## src/rtl/reg_bank_param.sv

```systemverilog
`default_nettype none
// ============================================================================
// Module   : reg_bank_param
// Purpose  : DEPTH x WIDTH register bank with one write port, two read ports,
//            in-place inc/dec/clear ops, carry flag, optional bypass and R0.
// Revision : 1.0  initial release
// ============================================================================
module reg_bank_param #(
    parameter int WIDTH    = 8,
    parameter int DEPTH    = 8,
    parameter int AW       = $clog2(DEPTH),
    parameter int ZERO_REG = 0,
    parameter int BYPASS   = 1
) (
    input  logic             CLK,
    input  logic             RST,
    input  logic             WE,
    input  logic [AW-1:0]    WSEL,
    input  logic [1:0]       OP,
    input  logic [1:0]       MS,
    input  logic [WIDTH-1:0] ALU,
    input  logic [WIDTH-1:0] REG,
    input  logic [WIDTH-1:0] IMM,
    input  logic [WIDTH-1:0] MEM,
    input  logic [AW-1:0]    RSA,
    input  logic [AW-1:0]    RSB,
    output logic [WIDTH-1:0] RA,
    output logic [WIDTH-1:0] RB,
    output logic             CY,
    output logic             WR_ACK
);

    localparam logic [1:0]   c_OP_LOAD = 2'b00;
    localparam logic [1:0]   c_OP_INC  = 2'b01;
    localparam logic [1:0]   c_OP_DEC  = 2'b10;
    localparam logic [1:0]   c_OP_CLR  = 2'b11;
    localparam logic [1:0]   c_MS_ALU  = 2'b00;
    localparam logic [1:0]   c_MS_REG  = 2'b01;
    localparam logic [1:0]   c_MS_IMM  = 2'b10;
    localparam logic [WIDTH:0] c_ONE   = (WIDTH+1)'(1);

    logic [WIDTH-1:0] r_regs [DEPTH];
    logic             r_cy;
    logic             r_ack;

    logic             w_zero_dst;
    logic             w_byp_en;
    logic [WIDTH-1:0] w_old;
    logic [WIDTH-1:0] w_mux;
    logic [WIDTH:0]   w_inc;
    logic [WIDTH:0]   w_dec;
    logic [WIDTH-1:0] w_result;
    logic             w_cy_next;

    // A hardwired R0 behaves as if it always held zero, so ops on it see old=0.
    assign w_zero_dst = (ZERO_REG != 0) && (WSEL == '0);
    assign w_old      = w_zero_dst ? '0 : r_regs[WSEL];
    assign w_inc      = {1'b0, w_old} + c_ONE;
    assign w_dec      = {1'b0, w_old} - c_ONE;
    assign w_byp_en   = (BYPASS != 0) && WE && !RST;

    always_comb begin
        w_mux = MEM;
        case (MS)
            c_MS_ALU: w_mux = ALU;
            c_MS_REG: w_mux = REG;
            c_MS_IMM: w_mux = IMM;
            default:  w_mux = MEM;
        endcase
    end

    always_comb begin
        w_result  = w_mux;
        w_cy_next = r_cy;
        case (OP)
            c_OP_LOAD: begin
                w_result  = w_mux;
                w_cy_next = r_cy;
            end
            c_OP_INC: begin
                w_result  = w_inc[WIDTH-1:0];
                w_cy_next = w_inc[WIDTH];
            end
            c_OP_DEC: begin
                w_result  = w_dec[WIDTH-1:0];
                w_cy_next = w_dec[WIDTH];
            end
            c_OP_CLR: begin
                w_result  = '0;
                w_cy_next = 1'b0;
            end
            default: begin
                w_result  = w_mux;
                w_cy_next = r_cy;
            end
        endcase
    end

    always_comb begin
        if ((ZERO_REG != 0) && (RSA == '0))
            RA = '0;
        else if (w_byp_en && (RSA == WSEL))
            RA = w_result;
        else
            RA = r_regs[RSA];
    end

    always_comb begin
        if ((ZERO_REG != 0) && (RSB == '0))
            RB = '0;
        else if (w_byp_en && (RSB == WSEL))
            RB = w_result;
        else
            RB = r_regs[RSB];
    end

    // State updates on the falling edge to line up with the existing cells.
    always_ff @(negedge CLK) begin
        if (RST) begin
            for (int i = 0; i < DEPTH; i++)
                r_regs[i] <= '0;
            r_cy  <= 1'b0;
            r_ack <= 1'b0;
        end else begin
            r_ack <= WE;
            if (WE) begin
                if (!w_zero_dst)
                    r_regs[WSEL] <= w_result;
                r_cy <= w_cy_next;
            end
        end
    end

    assign CY     = r_cy;
    assign WR_ACK = r_ack;

endmodule
`default_nettype wire
```

## config.mk

```make
export PLATFORM = sky130hd
export DESIGN_NAME = reg_bank_param
export DESIGN_NICKNAME = d
export VERILOG_FILES = /design/src/rtl/reg_bank_param.sv
export SDC_FILE = /design/constraint.sdc
export NUM_CORES = 1
export LEC_CHECK = 0
export BUFFER_PORTS_ARGS = -buffer_cell sky130_fd_sc_hd__buf_2
export CORE_UTILIZATION = 35
export CTS_CLUSTER_DIAMETER = 200
export DETAILED_ROUTE_END_ITERATION = 10
export GPL_TIMING_DRIVEN = 0
export PLACE_DENSITY_LB_ADDON = 0.15
export SLEW_MARGIN = 25
export SYNTH_ARGS = -nofsm -noshare
export SYNTH_HDL_FRONTEND = slang
export SYNTH_SLANG_ARGS = --single-unit
```

## constraint.sdc

```tcl
create_clock -name CLK -period 3.6 [get_ports CLK]
set_input_delay 0.18 -clock CLK [delete_from_list [all_inputs] [get_ports CLK]]
set_output_delay 0.18 -clock CLK [all_outputs]
set_load 0.05 [all_outputs]
```

# Yosys cells after proc, flatten, opt, wreduce, memory -nomap -nowiden
# Memory sizes are Yosys's and may differ from the RTL's.
# Index checks and enable logic that the tools add are counted.
# op_classes
add_sub_neg	2
eq_ne	7
n_mux	13
bitwise	1
reduce_logical	8
# op_table
cell	count
one-hot mux 8 bit (4 select lines)	1
2-to-1 mux 8 bit	3
one-hot mux 8 bit (3 select lines)	1
adder 8 x 1 -> 9 bit, second input constant	1
subtractor 8 x 1 -> 9 bit, second input constant	1
OR reduction 8 bit	1
equality test 2 bit, second input constant	3
equality test 3 bit	2
2-to-1 mux 1 bit	6
equality test 2 x 1 -> 1 bit, second input constant	2
zero test 2 bit	2
logical AND 1 bit	3
2-to-1 mux 3 bit	1
one-hot mux 1 bit (3 select lines)	1
AND reduction 2 bit	1
zero test 1 bit	1
NOT 1 bit	1
# totals
reg_bits	2
mem_bits_rw	64
inputBits	48
out_inout_bits	18
elab_cells	34
memories	1
# mem_list
name	words	width	read_ports	rd_clocked_by_memory_dff	write_ports	line_no	text
r_regs	8	8	3	0	8	42	logic [WIDTH-1:0] r_regs [DEPTH];

# Longest topological paths before layout
# Gate-level depths: netlist of the first run.
# logic_depth
ltp_word	5
depth_mapped	13
mapped_depth_nobuf	10

==> results.py, run 1 <==
metrics = {
    "timing": {
        "worst_slew_margin_rel": 0.435,
        "setup_viol_count_final": 80,
        "maxSlewViolCount": 0,
        "finalClockSkew_ps": 27.8,
        "finalHoldWorstSlack_ps": 518,
        "unrepaired_setup_endpoints_after_global_routing": "yes",
        "report.final.hold_viol_count": 0,
        "fin_tns_setup_ps": -52910,
        "worstMarginPinSlew_ps": 847,
        "fin_ws_ps": -1570,
    },
    "floorplan": {
        "coreArea_sq_um": 13400,
        "die_w_um": 120,
        "chipHeight_um": 120,
        "floorplan.initialDensity": 0.365,
        "core.rowCount": 42,
        "die_area_sq_um": 14400,
        "ios": 66,
    },
    "critical_path": {
        "r2r_setup_slack_ps": 550,
        "crit_arrival_ps": 4990,
        "cp_max_fo": 4,
        "critPathCaptureType": "output port",
        "start_kind": "flip-flop",
        "timing.setup.critical_path_class": "reg2out",
        "crit_slowest_cell": "mux4_2",
        "crit_family": "multiplexers",
        "slowest_delay_ps": 470,
        "critical_path.cell_chain": "mux4_2, mux2_4, inv_4, ha_4, nand4_1, buf_4, or4_4, a21oi_4, a211oi_4, buf_12, o21ai_4, buf_6",
        "critPathRequiredTime_ps": 3420,
        "critical_path.n_buffers_inverters": 4,
    },
    "grt": {
        "globalRouteTotalUtil": 0.237,
        "grt_max_degree": 11,
        "via_count_of_the_first_global_routing_pass": 4332,
        "antenna_found_initial": 0,
        "grt_pass1_wl_um": 24400,
        "grt.overflow.total": 0,
    },
    "route": {
        "num_vias": 4380,
        "drtPass1Iterations": 5,
        "post_drt_via_cell_ratio": 5.73,
        "route.antenna.remaining_nets": 0,
        "routedWlPerCell_um": 22.4,
        "finalWirelength_um": 17200,
        "drc": 0,
        "drt_iter0_drc": 292,
    },
    "synthesis": {
        "synth-seq-area-share": 0.402,
        "number_of_cells_produced_by_synthesis": 391,
        "synth.top_cell.area_share": 0.393,
        "mapped_cell_area_sq_um": 4880,
        "avgSynthCellArea_sq_um": 12.5,
        "synth_flop_cell": "edfxtp_1",
        "synth.yosys.warnings": 0,
        "synth_nets": 441,
        "post_synth_num_cell_types": 55,
        "synth-seq-cells": 66,
        "synth_async_sr_flop_share": 0,
        "synth_largest_area_cell": "edfxtp_1",
        "ys_top_cells_by_area": "edfxtp_1, mux4_2, nor2_1",
        "count_of_flip_flops_with_a_built_in_enable_after_synthesis": 64,
    },
    "cts": {
        "clk-insertion-delay-late_ps": 410,
        "h-tree-depth": 3,
        "tritoncts": "built",
        "clock_path_buffers": 2,
        "clock_slew_seen_by_the_registers_of_the_worst_setup_and_hold_paths_ps": 50,
        "clockRootBuffer": "clkbuf_16",
        "clock-sinks": 66,
        "numCtsBuffers": 9,
        "post_cts_hold_buffer_count": 0,
    },
    "final_layout": {
        "area_growth_syn_to_layout_pct": 52.3,
        "final_layout_size_suffix_gt1_frac": 0.569,
        "post-route-util": 0.555,
        "final_cell_count_no_fill": 765,
        "final_cell_area_sq_um": 7440,
        "finalNetCount": 636,
        "num_antenna_cells": 0,
    },
    "placed_design": {
        "numPortBuffers": 53,
        "post-dp-hpwl_um": 11100,
        "gp_congestion": 0.827,
        "post-place-ws_ps": -1410,
        "post-place-cells": 620,
        "dpl_cell_area_sq_um": 5650,
    },
    "pwr": {
        "report.power.total_mw": 2.98,
        "peakVddDrop_mv": 0.207,
        "power-per-cell-area_nw_per_um2": 401,
        "p_leak_nw": 2.98,
    },
    "worst_hold_path": {
        "hold_class": "reg2reg",
    },
    "run": {
        "max-cap-violations": 0,
    },
    "status": {
        "outcome": "complete, but fails checks",
        "violated_checks": "setup timing",
    },
}
area by class of cell:
type / instances / area [sq um]
buffer: 30 / 226
multi-input combinational: 288 / 3450
fill: 1134 / 5960
inverter: 4 / 22.5
sequential: 66 / 1960
clock inverter: 71 / 299
tap: 176 / 220
timing repair buffer: 121 / 1040
clock buffer: 9 / 225
worst paths after layout:
| kind | startpoint | end | depth (start not counted) |
|---|---|---|---|
| min | CY | CY | 2 |
| max reg2reg | r_regs[0][1] | r_regs[5][6] | 14 |
| max | r_regs[0][1] | RA[6] | 12 |
| min reg2reg | CY | CY | 2 |
metal layers:
metal,global-route usage,share of wire,vias up
li1,-,-,1907
met1,0.286,0.38,2190
met2,0.394,0.50,242
met3,0.0499,0.084,41
met4,0.130,0.028,0
met5,0,0,-
worst register-to-register path: stages, from the launching register on:
cell and delay (ps):
edfxtp_1 420, mux4_2 470, mux2_4 320, inv_4 60
ha_4 120, nand4_1 110, buf_4 180, buf_6 120
o31ai_4 250, a21oi_4 90, a211oi_4 200, buf_12 160
buf_4 110, buf_6 110, nor2_1 50
state kept, by name, summed over array words and instances, names as in the netlist:
| name | count |
|---|---|
| CY | 1 |
| WR_ACK | 1 |
| r_regs | 64 |
Yosys cell counts, types with 3 or more instances:
cell and n:
a21oi_1 3, mux2i_1 16, xnor2_1 11, nand3_1 7, nand2_1 27, edfxtp_1 64, nand2b_1 14, clkbuf_1 17
nand4_1 5, and2_1 3, mux2_2 17, or4_1 3, buf_1 3, buf_6 4, o21ai_0 9, nor2b_1 8
inv_1 5, mux4_2 51, o21ai_1 5, nor2_1 68, buf_2 8
what timing repair did:
action / CTS / global route
buffers inserted: 37 / 34
pin swaps: 20 / 23
gates resized for setup: 84 / 106
endpoints found under the setup margin: 145 / 116
cloned: 0 / 1
cell usage in the layout, fill, tap and decap left out, types with 10 or more instances in the layout:
cell / count
buf_12: 10
buf_2: 39
buf_4: 46
buf_6: 31
clkbuf_1: 11
edfxtp_1: 64
inv_1: 68
mux2_2: 15
mux4_2: 51
nand2_1: 22
nor2_1: 36
nor2_2: 15
nor2_4: 17
o21ai_4: 13
cell families after synthesis:
family	count (synthesis)	synth area share
mux	86	0.315
simple gates	151	0.154
buf+inv	37	0.0366
fa+ha+maj	2	0.00512
xor+xnor	11	0.0197
compound gates	38	0.0681
flops	66	0.402
power breakdown:
part           switching [mW]  total [mW]  internal [mW]
Combinational           0.493       0.937          0.444
Sequential             0.0251       0.909          0.884
Clock                   0.515        1.14          0.623
No activity file was read; power rests on OpenSTA's default activity.
==> run 2: changes to the inputs <==
--- a/config.mk
+++ b/config.mk
@@ -11,6 +11,7 @@
 export DETAILED_ROUTE_END_ITERATION = 10
 export GPL_TIMING_DRIVEN = 0
 export PLACE_DENSITY_LB_ADDON = 0.15
+export REMOVE_ABC_BUFFERS = 1
 export SLEW_MARGIN = 25
 export SYNTH_ARGS = -nofsm -noshare
 export SYNTH_HDL_FRONTEND = slang
==> results.py, run 2 (synthesis results as in run 1) <==
metrics = {
    "grt": {
        "globalRouteMet1Util": 0.281,
        "antenna_found_initial": 0,
        "globalRouteTotalUtil": 0.227,
        "groute.layer.met2.usage": 0.368,
        "grt_max_degree": 30,
        "grt_pass1_wl_um": 23600,
        "grt_most_used_layer": "met2",
        "via_count_of_the_first_global_routing_pass": 4247,
        "grt.overflow.total": 0,
        "met3_global_route_usage": 0.0770,
    },
    "critical_path": {
        "crit_arrival_ps": 4870,
        "start_kind": "flip-flop",
        "timing.rr.end": "r_regs[5][6]",
        "timing.rr.start": "r_regs[0][1]",
        "critPathRequiredTime_ps": 3420,
        "r2r_setup_slack_ps": 600,
        "timing.setup.critical_path_class": "reg2out",
        "critPathCaptureType": "output port",
        "critical-path-top-cell-by-count": "buf_6",
        "slowest_delay_ps": 460,
        "worst_r2r_path_cells": 12,
        "critical_path.cell_chain": "mux4_2, mux2_4, inv_2, ha_4, nand4_1, buf_6, o31ai_4, a21oi_4, a211oi_4, o21ai_1, buf_6",
        "crit_slowest_cell": "mux4_2",
        "cp_max_fo": 3,
    },
    "cts": {
        "clock-sinks": 66,
        "numCtsBuffers": 9,
        "clk-insertion-delay-late_ps": 410,
        "tritoncts": "built",
        "clockRootBuffer": "clkbuf_16",
        "h-tree-depth": 3,
        "clock_path_buffers": 2,
        "post_cts_hold_buffer_count": 0,
        "clock_slew_seen_by_the_registers_of_the_worst_setup_and_hold_paths_ps": 30,
    },
    "route": {
        "drt_iter0_drc": 352,
        "drtPass1Iterations": 5,
        "routedWlPerCell_um": 22.7,
        "finalWirelength_um": 16800,
        "route.antenna.remaining_nets": 0,
        "drc": 0,
        "post_drt_via_cell_ratio": 5.68,
        "num_vias": 4206,
    },
    "timing": {
        "setup_viol_count_final": 80,
        "unrepaired_setup_endpoints_after_global_routing": "yes",
        "maxSlewViolCount": 0,
        "fin_ws_ps": -1450,
        "worstMarginPinSlew_ps": 1040,
        "report.final.hold_viol_count": 0,
        "worst_slew_margin_rel": 0.307,
        "finalClockSkew_ps": 24.0,
    },
    "final_layout": {
        "num_antenna_cells": 0,
        "final_layout_size_suffix_gt1_frac": 0.510,
        "layout.cells.most_common": "inv_1",
        "area_growth_syn_to_layout_pct": 42.8,
        "largest_register_ff_count": 64,
        "largest_register": "r_regs",
        "final_cell_area_sq_um": 6970,
        "post-route-util": 0.520,
        "leading_cell_types_in_the_layout_fill_and_taps_excluded": "inv_1, edfxtp_1, nor2_1, mux4_2, buf_2",
        "finalNetCount": 612,
    },
    "placed_design": {
        "dpl_cell_area_sq_um": 5270,
        "post-dp-hpwl_um": 9430,
        "numPortBuffers": 65,
        "gp_congestion": 0.792,
    },
    "run": {
        "max-cap-violations": 0,
    },
    "floorplan": {
        "core.rowCount": 42,
        "die_area_sq_um": 14400,
        "die_w_um": 120,
        "ios": 66,
        "coreArea_sq_um": 13400,
        "chipHeight_um": 120,
        "floorplan.initialDensity": 0.365,
    },
    "worst_hold_path": {
        "holdPathStages": 2,
        "hold-path-endpoint": "CY",
        "hold_class": "reg2reg",
        "hold_path_startpoint": "CY",
    },
    "status": {
        "outcome": "complete, but fails checks",
        "violated_checks": "setup timing",
    },
    "pwr": {
        "peakVddDrop_mv": 0.252,
        "report.power.total_mw": 2.90,
        "power-per-cell-area_nw_per_um2": 416,
        "p_leak_nw": 2.89,
    },
}
## run 2: changes by cell type in the layout (fill, tap and decap cells not counted), moves of 8 or more
cell	before	now
buf_12	10	1
buf_4	46	38
clkbuf_1	11	0
nor2_1	36	63
nor2_2	15	5
nor2_4	17	0
o21ai_2	2	13
o21ai_4	13	1
## run 2: layout make-up
type	count	area (sq um)
Multi-Input combinational cell	288	3140
Tap cell	176	220
Sequential cell	66	1960
Timing Repair Buffer	127	1110
Fill cell	1205	6430
Clock buffer	9	225
Inverter	4	21.3
Clock inverter	71	299
## run 2: worst max-delay path by stage
stage	start	endpoint	slack, ps	cells past startpoint
after floorplan	r_regs[2][0]	RA[4]	-1480	9
after CTS	r_regs[5][1]	RA[6]	-1490	10
final	r_regs[0][1]	RB[6]	-1450	11
after global placement	WSEL[1]	r_regs[1][6]	-1880	11
after detailed placement	WSEL[1]	r_regs[1][6]	-1920	11
after global routing	r_regs[5][1]	RB[6]	-1520	11
## run 2: power breakdown
| part | total (mW) | switching, mW | internal (mW) |
|---|---|---|---|
| Combinational | 0.838 | 0.441 | 0.397 |
| Sequential | 0.908 | 0.0237 | 0.884 |
| Clock | 1.15 | 0.530 | 0.624 |
| Total | 2.90 | 0.994 | 1.91 |
## run 2: metal layers
layer  vias to the layer above  share of wire
met2                       151           0.50
met3                        20          0.060
met4                         0          0.013
li1                       1854              -
met1                      2181           0.42
met5                         -              0
## run 2: what timing repair did
item | 4_1_cts | 5_1_grt
endpoints found under the setup margin | 145 | 79
endpoints found under the hold margin | 0 | 0
setup buffers | 30 | 30
cloned | 0 | 3
pin swaps | 24 | 20
resized for setup | 108 | 57
## run 2: through the flow
stage | setup slack [ps] | setup TNS (ps) | hold WS (ps) | cells
after detailed placement | -1920 | -182390 | 524 | 600
after floorplan | -1480 | -44340 | 731 | 359
final | -1450 | -47300 | 524 | 741
after global placement | -1880 | -177440 | 504 | 600
after CTS | -1490 | -48360 | 533 | 709
after global routing | -1520 | -51480 | 588 | 741
## run 2: critical path, delay by kind of cell, from the launching register on
family          cells  cell delay (ps)
fa+ha+maj           1              120
simple gates        1              120
compound gates      4              830
buf+inv             3              410
flops               1              400
mux                 2              780
==> run 3: changes to the inputs <==
--- a/config.mk
+++ b/config.mk
@@ -5,11 +5,12 @@
 export SDC_FILE = /design/constraint.sdc
 export NUM_CORES = 1
 export LEC_CHECK = 0
+export ABC_AREA = 1
 export BUFFER_PORTS_ARGS = -buffer_cell sky130_fd_sc_hd__buf_2
 export CORE_UTILIZATION = 35
 export CTS_CLUSTER_DIAMETER = 200
 export DETAILED_ROUTE_END_ITERATION = 10
-export GPL_TIMING_DRIVEN = 0
+export GPL_TIMING_DRIVEN = 1
 export PLACE_DENSITY_LB_ADDON = 0.15
 export REMOVE_ABC_BUFFERS = 1
 export SLEW_MARGIN = 25
==> results.py, run 3 <==
metrics = {
    "timing": {
        "worst_slew_margin_rel": 0.423,
        "report.final.hold_viol_count": 0,
        "finalClockSkew_ps": 23.3,
        "finalHoldWorstSlack_ps": 588,
        "fin_tns_setup_ps": -24280,
        "worstMarginPinSlew_ps": 860,
        "fin_ws_ps": -844,
        "maxSlewViolCount": 0,
        "unrepaired_setup_endpoints_after_global_routing": "yes",
        "setup_viol_count_final": 48,
    },
    "placed_design": {
        "post-dp-hpwl_um": 15700,
        "post-place-ws_ps": -670,
        "gp_congestion": 0.912,
        "numPortBuffers": 65,
    },
    "pwr": {
        "peakVddDrop_mv": 0.258,
        "p_leak_nw": 4.34,
        "power-per-cell-area_nw_per_um2": 364,
        "report.power.total_mw": 3.13,
    },
    "synthesis": {
        "synth-seq-area-share": 0.372,
        "synth-seq-cells": 66,
        "synth.top_cell.area_share": 0.364,
        "synth.yosys.warnings": 0,
        "synth_async_sr_flop_share": 0,
        "synth_largest_area_cell": "edfxtp_1",
        "ys_top_cells_by_area": "edfxtp_1, nand2_1, o21ai_0",
        "synth_flop_cell": "edfxtp_1",
        "avgSynthCellArea_sq_um": 6.70,
        "number_of_cells_produced_by_synthesis": 787,
        "post_synth_num_cell_types": 32,
        "mapped_cell_area_sq_um": 5280,
        "synth.most_common_cell": "nand2_1",
        "top_post_synthesis_cells_by_count": "nand2_1, o21ai_0, nor2_1",
        "count_of_flip_flops_with_a_built_in_enable_after_synthesis": 64,
    },
    "route": {
        "num_vias": 6862,
        "post_drt_via_cell_ratio": 5.34,
        "drtPass1Iterations": 7,
        "routedWlPerCell_um": 17.8,
        "finalWirelength_um": 22900,
        "route.antenna.remaining_nets": 0,
        "drt_iter0_drc": 567,
        "drc": 0,
    },
    "grt": {
        "grt.overflow.total": 0,
        "antenna_found_initial": 0,
        "via_count_of_the_first_global_routing_pass": 6617,
        "grt_pass1_wl_um": 33800,
        "grt_max_degree": 39,
        "globalRouteTotalUtil": 0.285,
    },
    "status": {
        "violated_checks": "setup timing",
        "outcome": "complete, but fails checks",
    },
    "cts": {
        "clk-insertion-delay-late_ps": 420,
        "tritoncts": "built",
        "clockRootBuffer": "clkbuf_16",
        "h-tree-depth": 3,
        "numCtsBuffers": 9,
        "clock_path_buffers": 2,
        "clock_slew_seen_by_the_registers_of_the_worst_setup_and_hold_paths_ps": 30,
        "clock-sinks": 66,
    },
    "final_layout": {
        "multi_input_area_sq_um": 3220,
        "num_antenna_cells": 0,
        "layout.cells.most_common": "nand2_1",
        "fillCellCount": 1308,
        "final_layout_size_suffix_gt1_frac": 0.377,
        "seq_area_sq_um": 1960,
        "finalNetCount": 1145,
        "largest_register_ff_count": 64,
        "leading_cell_types_in_the_layout_fill_and_taps_excluded": "nand2_1, buf_4, inv_1, o21ai_0, nor2_1",
        "area_growth_syn_to_layout_pct": 63.0,
        "largest_register": "r_regs",
    },
    "critical_path": {
        "critPathRequiredTime_ps": 3420,
        "cp_max_fo": 4,
        "timing.setup.critical_path_class": "reg2out",
        "critPathCaptureType": "output port",
        "r2r_setup_slack_ps": 880,
        "start_kind": "flip-flop",
        "crit_arrival_ps": 4260,
    },
    "floorplan": {
        "floorplan.initialDensity": 0.360,
        "die_w_um": 125,
        "coreArea_sq_um": 14600,
        "chipHeight_um": 125,
        "ios": 66,
        "die_area_sq_um": 15600,
        "core.rowCount": 44,
    },
    "run": {
        "max-cap-violations": 0,
    },
    "worst_hold_path": {
        "hold_class": "reg2reg",
    },
}
[run 3: changes by cell type in the layout (fill, tap and decap cells not counted), moves of 13 or more]
cell	change
inv_1	+78
o21ai_0	+80
mux4_2	-51
nor2_4	+13
nand3_1	+25
nor2_1	+14
a21oi_1	+32
nand2_2	+39
buf_4	+125
o211ai_1	+14
nand2_1	+180
mux2_2	-14
[run 3: path summary, 6_finish.rpt]
check / startpoint / endpoint / cells after the start
hold / removal: CY / CY / 2
hold reg to reg: CY / CY / 2
setup reg to reg: r_regs[7][1] / r_regs[1][3] / 21
setup / recovery: r_regs[7][1] / RA[5] / 16
[run 3: timing repair]
item                       4_1_cts  5_1_grt
hold buffers                     0        0
setup buffers                   13       44
setup endpoints to repair       64       64
gates resized for setup         99      133
hold endpoints to repair         0        0
pin swaps                       17       46
[run 3: cell families after synthesis]
family | Yosys count | synth area share
AND/OR/NAND/NOR | 413 | 0.333
AO/OA/AOI/OAI | 174 | 0.187
buffers and inverters | 132 | 0.103
flip-flops | 66 | 0.372
adder cells (fa/ha/maj) | 2 | 0.00474
[run 3: cell type report]
type	count	area share
multi-input combinational	589	0.374
clock inverter	73	0.0391
sequential	66	0.228
tap	184	0.0268
inverter	96	0.0460
timing repair buffer	267	0.260
clock buffer	9	0.0262
[run 3: worst max-delay path, stage by stage (launching register included)]
cell	delay, ps
edfxtp_1	430
inv_1	80
nand2_1	60
nand3_2	90
nand2_2	70
nor2_4	140
buf_6	120
nand2_4	50
nor2_4	180
nand2_1	90
nand2_1	90
nand3_2	90
nand3_4	160
buf_6	120
nand2_2	40
nand2_2	90
buf_8	150
[run 3: layer usage]
metal  GRT usage  vias up  wire length [um]  share of wire
li1            -     3216                 -              -
met1       0.345     3181              9080           0.40
met2       0.467      388             10900           0.48
met3      0.0636       77              1940          0.085
met4       0.166        0               977          0.043
met5           0        -                 0              0
[run 3: report_power, final]
part / switching [mW] / internal, mW / total, mW
combinational: 0.580 / 0.411 / 0.991
clock: 0.584 / 0.648 / 1.23
sequential: 0.0209 / 0.884 / 0.904
[run 3: stage by stage]
step	utilization	std cells	instance area [sq um]
floorplan	-	752	5100
global placement	0.469	1150	6870
detailed placement	0.469	1150	6870
CTS	0.537	1244	7870
global route	0.587	1284	8600
finish	0.587	1284	8600
